===== config.mk =====
export PLATFORM = sky130hd
export DESIGN_NAME = seg_scan
export DESIGN_NICKNAME = d
export VERILOG_FILES = /design/src/rtl/seg_scan.sv
export SDC_FILE = /design/constraint.sdc
export NUM_CORES = 1
export LEC_CHECK = 0
export ABC_CLOCK_PERIOD_IN_PS = 3650
export CAP_MARGIN = 15
export CORE_ASPECT_RATIO = 0.9
export CORE_MARGIN = 4
export CORE_UTILIZATION = 55
export CTS_CLUSTER_SIZE = 16
export DETAILED_ROUTE_END_ITERATION = 8
export GPL_ROUTABILITY_DRIVEN = 0
export PLACE_DENSITY = 0.79
export SLEW_MARGIN = 5
export SYNTH_ARGS = -nofsm -noshare
export SYNTH_HDL_FRONTEND = slang
export SYNTH_SLANG_ARGS = --single-unit

===== constraint.sdc =====
create_clock -name clk_i -period 3.65 [get_ports clk_i]
set_input_delay 0.5475 -clock clk_i [delete_from_list [all_inputs] [get_ports clk_i]]
set_output_delay 0.5475 -clock clk_i [all_outputs]
set_load 0.005 [all_outputs]

===== src/rtl/seg_scan.sv =====
// Eight-digit multiplexed seven-segment scanner with per-slot brightness PWM
// and a double-buffered frame that swaps only at frame boundaries.
module seg_scan #(
   parameter int STEP  = 64,
   parameter int BLANK = 16
) (
   input  logic       clk_i,
   input  logic       rst_i,
   input  logic [7:0] segs_i [8],
   input  logic       load_i,
   input  logic [3:0] brightness_i,
   output logic [7:0] seg_o,
   output logic [7:0] an_o,
   output logic       pending_o,
   output logic       frame_done_o
);

   localparam int SLOT = BLANK + 16 * STEP;
   localparam int CW   = (SLOT > 1) ? $clog2(SLOT) : 1;
   localparam int LW   = $clog2(SLOT + 1) + 1;

   typedef enum logic [1:0] {
      ST_BLANK,
      ST_ON,
      ST_OFF
   } state_t;

   state_t         state_q, state_n;
   logic [CW-1:0]  c_q, c_n;
   logic [2:0]     d_q, d_n;
   logic [3:0]     b_q, b_n;
   logic [LW-1:0]  on_end;
   logic           slot_last;
   logic           boundary;
   logic           pending_q;
   logic [7:0]     shadow_q [8];
   logic [7:0]     active_q [8];

   always_comb begin
      slot_last = (c_q == CW'(SLOT - 1));
      boundary  = slot_last && (d_q == 3'd7);
      c_n       = slot_last ? '0 : c_q + 1'b1;
      d_n       = slot_last ? d_q + 3'd1 : d_q;
      // brightness is latched while the slot sits at c==0 and governs c>=1
      b_n       = (c_q == '0) ? brightness_i : b_q;
      on_end    = LW'(BLANK) + LW'({1'b0, b_n} + 5'd1) * LW'(STEP);
      state_n   = ST_OFF;
      if (LW'(c_n) < LW'(BLANK)) begin
         state_n = ST_BLANK;
      end else if (LW'(c_n) < on_end) begin
         state_n = ST_ON;
      end
   end

   always_ff @(posedge clk_i) begin
      if (rst_i) begin
         state_q <= ST_BLANK;
         c_q     <= '0;
         d_q     <= '0;
         b_q     <= '0;
      end else begin
         state_q <= state_n;
         c_q     <= c_n;
         d_q     <= d_n;
         b_q     <= b_n;
      end
   end

   always_ff @(posedge clk_i) begin
      if (rst_i) begin
         an_o  <= '1;
         seg_o <= '1;
      end else if (state_q == ST_ON) begin
         an_o  <= ~(8'd1 << d_q);
         seg_o <= active_q[d_q];
      end else begin
         an_o  <= '1;
         seg_o <= '1;
      end
   end

   // Swap reads the old shadow, so a load on the boundary lands one frame later
   always_ff @(posedge clk_i) begin
      if (rst_i) begin
         pending_q <= 1'b0;
         for (int unsigned i = 0; i < 8; i++) begin
            shadow_q[i] <= '1;
            active_q[i] <= '1;
         end
      end else begin
         if (load_i) begin
            pending_q <= 1'b1;
         end else if (boundary) begin
            pending_q <= 1'b0;
         end
         for (int unsigned i = 0; i < 8; i++) begin
            if (boundary && pending_q) begin
               active_q[i] <= shadow_q[i];
            end
            if (load_i) begin
               shadow_q[i] <= segs_i[i];
            end
         end
      end
   end

   assign pending_o    = pending_q;
   assign frame_done_o = boundary;

endmodule

==> metrics.txt, run 1 <==
run status finished, final reports clean; CTS Buf Count 17; Final Util 0.699; Synth Register Bits 165; vias in the first global route 3941; Reg clk slew, reported paths 0.06 ns; Syn Inst Count 482; Rel. slew slack 0.309; Die Span Y 114 um; DRT Pass-1 Iters 4; Fmax achieved 330 MHz; count of final hold-check violations 0; Filler cells 824; met2 WL 5670 um; Clock Tree Buf Depth 2; WS Path Type register to register; TNS Setup 0 ns; R2R depth 14; DR vias/cell 5.07; buffers plus inverters on the worst setup path 2; Clock Skew 0.00675 ns; antenna violations before repair 0; worst path required time 3.96 ns; fin nets 660; crit-path max FO 4; Initial Utilization 0.567; pwr dens 479 nW/um2; cell count along the critical path 14; TritonCTS sink count 165; global-route wire length before repair 19000 um; CTS-repair resized insts 0; Clock Tree Root clkbuf_16; area growth from synthesis to layout 23.2%; vias 3793; Post-synth top cells 128 x edfxtp_1, 87 x nand2b_1, 37 x dfxtp_1, 37 x or2_2, 27 x nand2_1; CP delay by family, top simple AND/OR/NAND/NOR gates; cell mode on critical path ha_1; Startpoint Class register; share of cells above drive strength 1 0.190; Worst Tran Pin Value 1.03 ns; maxcap violations 0; syn nets 567; WL final 11400 um; min Tclk post-route 3.03 ns; Synth top area share 0.559; Synth Cell Area 6870 um2; row cnt 38; slowest CP cell dfxtp_1; htree depth 4; Die Width 126 um; Avg Inst Size Synth 14.3 um2; sequential element share of the synthesized area 0.667; Arr. time, crit path 3.34 ns; 1st-iter DRT viols 229; Die ar. 14400 um2; asr flop ratio synth 0; hold-critical path depth 1; Fin Hold WS 0.484 ns; CTS tree built; metal3 WL 561 um; min-delay worst type register to register; # DRC 0; IO Count 89; core area 12100 um2; top routing layer in use met4; YS warnings 0; Leakage 2.78 nW; Critical Path End Type register; Slew Limit Fails 0; post-CTS setup buffers 0; cells along the critical path inv_1 > ha_1 > nor4b_1 > nand3_1 > mux2i_1 > inv_1 > ha_1 > xor2_1 > ha_1 > o21a_1 > o21a_1 > a21oi_1 > o21ai_0 > and2_1; overall routing resource usage 0.172; Hold Startpoint c_q[0]; EDFF count, synth 128; worst setup path startpoint c_q[0]; total gr overflow 0; most frequent cell after synthesis edfxtp_1; Final Setup Violations 0; RR Startpoint c_q[0]; RSZ-0062 raised after global routing no; M1 WL 4860 um; Synth Flop Type edfxtp_1; largest net degree at the start of global routing 65; Post-DP HPWL 7810 um; Synth area leader edfxtp_1; Max IR drop VDD 0.302 mV; Crit path largest cell delay 0.34 ns; port bufs 88; final worst path period share 0.830; diode count 0; DRT antenna net count 0; CTS Hold Buffers Added 0; Distinct cells, synth 45; routed len/inst 15.2 um; Worst-Skew Late Latency 0.42 ns; top cells by area, synth edfxtp_1 56%, dfxtp_1 11%, nand2b_1 7.9%, mux4_2 5.2%, or2_2 3.4%
[per-stage QoR]
stage	instance area [um2]	power, mW	cells	worst slack, ns
after global placement	7900	2.41	716	0.793
after global routing	8470	4.22	748	0.363
final	8470	4.06	748	0.619
after detailed placement	7900	2.43	716	0.624
after floorplan	6870	2.31	482	0.679
after CTS	8470	4.09	748	0.607
[layout make-up]
type	instances	area [um2]	area share
multi-input combinational	282	2120	0.250
clock inverter	7	42.5	0.00502
inverter	11	41.3	0.00487
sequential	165	4580	0.541
timing repair buffer	98	956	0.113
clock buffer	25	529	0.0625
tap	160	200	0.0236
[where the power goes]
group / leakage [nW] / internal [mW] / switching [mW]
Combinational: 1.12 / 0.146 / 0.104
Clock: 0.287 / 1.01 / 0.672
Sequential: 1.37 / 2.11 / 0.0233
Total: 2.78 / 3.26 / 0.800
[metal layers]
| metal | up-vias | global-route usage |
|---|---|---|
| met5 | - | 0 |
| met3 | 25 | 0.0434 |
| met4 | 0 | 0.0893 |
| met1 | 1779 | 0.216 |
| met2 | 113 | 0.279 |
| li1 | 1876 | - |
[kinds of logic after synthesis]
group,share of synthesized area
and+or+nand+nor,0.188
DFF,0.667
buffers and inverters,0.0269
muxes,0.0602
AOI/OAI and AO/OA,0.0206
adders and majority gates,0.0255
xor gates and xnor gates,0.0115
[worst paths after layout]
| kind | to | slack [ns] |
|---|---|---|
| worst min-delay path | c_q[0] | 0.48 |
| worst max-delay path | state_q[1] | 0.62 |
| worst min register to register | c_q[0] | 0.48 |
| worst max register to register | state_q[1] | 0.62 |
[sequential cells by signal, summed over array words and instances (netlist names)]
register and count:
shadow_q 64, seg_o 8, pending_o 1, an_o 8, active_q 64, c_q 11
b_q 4, d_q 3, state_q 2
[cells in the final DEF (no fill, tap or decap), types with 2 or more instances in the layout]
| master | count |
|---|---|
| a211oi_1 | 2 |
| a21oi_1 | 2 |
| and2_1 | 2 |
| and3_1 | 2 |
| buf_4 | 10 |
| clkbuf_1 | 2 |
| clkbuf_16 | 19 |
| clkbuf_8 | 3 |
| clkdlybuf4s50_1 | 88 |
| clkinv_2 | 4 |
| dfxtp_1 | 37 |
| edfxtp_1 | 128 |
| ha_1 | 14 |
| inv_1 | 10 |
| mux2i_1 | 4 |
| mux4_2 | 16 |
| nand2_1 | 27 |
| nand2b_1 | 87 |
| nand2b_2 | 10 |
| nand3_1 | 18 |
| nand4_1 | 2 |
| nor2_1 | 17 |
| nor2b_1 | 5 |
| nor3_1 | 4 |
| nor4_1 | 2 |
| o21a_1 | 6 |
| or2_2 | 37 |
| xnor2_1 | 3 |
| xor2_1 | 6 |
Note: power is estimated with default switching activity, not from simulation.
==> run 2: changes to the inputs <==
ABC_CLOCK_PERIOD_IN_PS = 2400   (was 3650)
CORE_UTILIZATION = 50   (was 55)
PLACE_DENSITY = 0.76   (was 0.79)
clock period = 2.4 ns   (was 3.65 ns; I/O delays follow)
==> metrics.txt, run 2 (synthesized netlist as in run 1, its figures left out) <==
placed cells 752 (+5.0%); Filler cells 973 (+18%); WS Path Type register to register; share of cells above drive strength 1 0.256 (+0.0660); R2R depth 14 (unchanged); TritonCTS sink count 165 (unchanged); Die ar. 15700 um2 (+9.3%); Net Sw Frac 0.199 (+0.00255); min-delay worst type register to register; IO Count 89 (unchanged); Clock Skew 0.0139 ns (+0.00716 ns); Clk network pwr share 0.424 (+0.011); RR Startpoint c_q[0]; Final Setup Violations 2 (+2); worst path required time 2.72 ns (-1.24 ns); failing checks setup timing; Initial Utilization 0.513 (-0.0545); min Tclk post-route 2.68 ns (-0.354 ns); Arr. time, crit path 3.00 ns (-0.34 ns); biggest regs active_q x64, shadow_q x64, c_q x11; vias 3954 (+4.2%); capturing point of the worst reg2reg path state_q[1]; Die Width 132 um (+4.6%); Hold Startpoint shadow_q[0][56]; antenna violations before repair 0 (unchanged); vias in the first global route 4282 (+8.7%); port bufs 88 (unchanged); row cnt 40 (+5.3%); sequential group share of total power 0.502 (-0.023); Critical Path End Type register; WL final 12200 um (+7.2%); Startpoint Class register; run status complete, but fails checks; core area 13400 um2 (+11%); Power, Total 6.46 mW (+59%); cell count along the critical path 14 (unchanged); Clock Tree Root clkbuf_16; # DRC 0 (unchanged); slowest CP cell dfxtp_2; pwr dens 726 nW/um2 (+51%); total gr overflow 0 (unchanged); Slew Limit Fails 0 (unchanged); buffers plus inverters on the worst setup path 2 (unchanged); Final Util 0.664 (-0.0350); DR vias/cell 5.02 (-1.0%); global-route wire length before repair 20400 um (+7.5%); worst slack at placement -0.364 ns (-0.988 ns); final worst path period share 1.12 (+0.285); fin nets 692 (+4.8%); Leakage 2.98 nW (+7.1%); diode count 0 (unchanged); worst setup path startpoint c_q[0]; worst setup path end state_q[1]; Reg clk slew, reported paths 0.06 ns (about the same); Fmax achieved 374 MHz (+13%); commonest non-fill, non-tap cell in the layout edfxtp_1; area growth from synthesis to layout 29.5%; TNS Setup -0.505 ns (-0.505 ns); CTS Buf Count 17 (unchanged); maxcap violations 0 (unchanged); Max IR drop VDD 0.530 mV (+75%); count of final hold-check violations 0 (unchanged); Worst Tran Pin Value 0.808 ns (-0.227 ns); routed len/inst 15.5 um (+1.8%); internal power 5.17 mW (+58%); crit-path max FO 3 (-1); Net Sw Power 1.29 mW (+61%); Worst-Skew Late Latency 0.43 ns (about the same); Rel. slew slack 0.462 (+0.153); cells along the critical path inv_2 > ha_2 > nor4b_4 > nand3_2 > mux2i_2 > inv_1 > ha_2 > xor2_1 > ha_1 > o21a_1 > o21a_1 > a21oi_2 > o21ai_1 > and2_1; setup ws final -0.277 ns (-0.896 ns); Post-DP HPWL 8340 um (+6.7%); CTS Hold Buffers Added 0 (unchanged); DRT antenna net count 0 (unchanged); most frequent cells in the layout 128 x edfxtp_1, 87 x nand2b_1, 87 x clkdlybuf4s50_1, 37 x or2_2, 36 x buf_4; 1st-iter DRT viols 200 (-13%); overall routing resource usage 0.169 (-0.00294); CP delay by family, top adder cells; Non-Filler Instances 788 (+5.3%); R2R Setup Slk -0.28 ns (-0.90 ns); htree depth 4 (unchanged); Crit path largest cell delay 0.33 ns (about the same); Clock Tree Buf Depth 2 (unchanged); RSZ-0062 raised after global routing yes; DRT Pass-1 Iters 6 (+2); CTS tree built; largest net degree at the start of global routing 65 (unchanged); Comb power frac 0.074 (+0.012); Die Span Y 119 um (+4.5%)
==> run 2: power groups by stage <==
stage | Combinational (mW) | Clock [mW] | Sequential [mW]
final | 0.477 | 2.74 | 3.24
after global routing | 0.521 | 2.94 | 3.25
after CTS | 0.459 | 2.82 | 3.24
after detailed placement | 0.450 | 0 | 3.30
after global placement | 0.434 | 0 | 3.30
after floorplan | 0.223 | 0 | 3.29
==> run 2: timing repair <==
item / CTS / global route
endpoints found under the setup margin: 3 / 2
setup buffers: 1 / 3
resized for setup: 6 / 11
pin swaps: 0 / 4
==> run 2: worst min-delay path by stage <==
stage                           endpoint  slack, ns  cells after the start
after floorplan                   c_q[0]       0.41                      1
after global placement    active_q[0][4]       0.48                      1
after detailed placement  active_q[6][2]       0.49                      1
after CTS                 active_q[0][0]       0.50                      1
after global routing      active_q[6][2]       0.51                      1
final                     active_q[7][0]       0.50                      1
==> run 2: layout make-up <==
cell class | instances | area (um2) | share of cell area
timing repair buffer | 130 | 1270 | 0.143
clock inverter | 11 | 151 | 0.0170
inverter | 11 | 43.8 | 0.00492
multi-input combinational | 282 | 2190 | 0.246
clock buffer | 21 | 450 | 0.0506
tap | 168 | 210 | 0.0236
sequential | 165 | 4590 | 0.515
==> run 2: metal layers <==
layer | share of wire | GRT usage | vias up | wire length [um]
li1 | - | - | 1947 | -
met1 | 0.41 | 0.197 | 1875 | 5040
met2 | 0.52 | 0.286 | 113 | 6350
met3 | 0.048 | 0.0507 | 19 | 582
met4 | 0.019 | 0.0820 | 0 | 226
met5 | 0 | 0 | - | 0
==> run 2: stage by stage <==
stage               hold WS [ns]  area, um2
global placement           0.485       8220
CTS                        0.501       8840
finish                     0.499       8900
global route               0.512       8900
detailed placement         0.487       8220
floorplan                  0.406       6900
==> run 3: changes to the inputs <==
CTS_CLUSTER_SIZE = unset   (was 16)
==> results of run 3 <==
No change in the layout: final DEF, timing and power equal those of run 2.
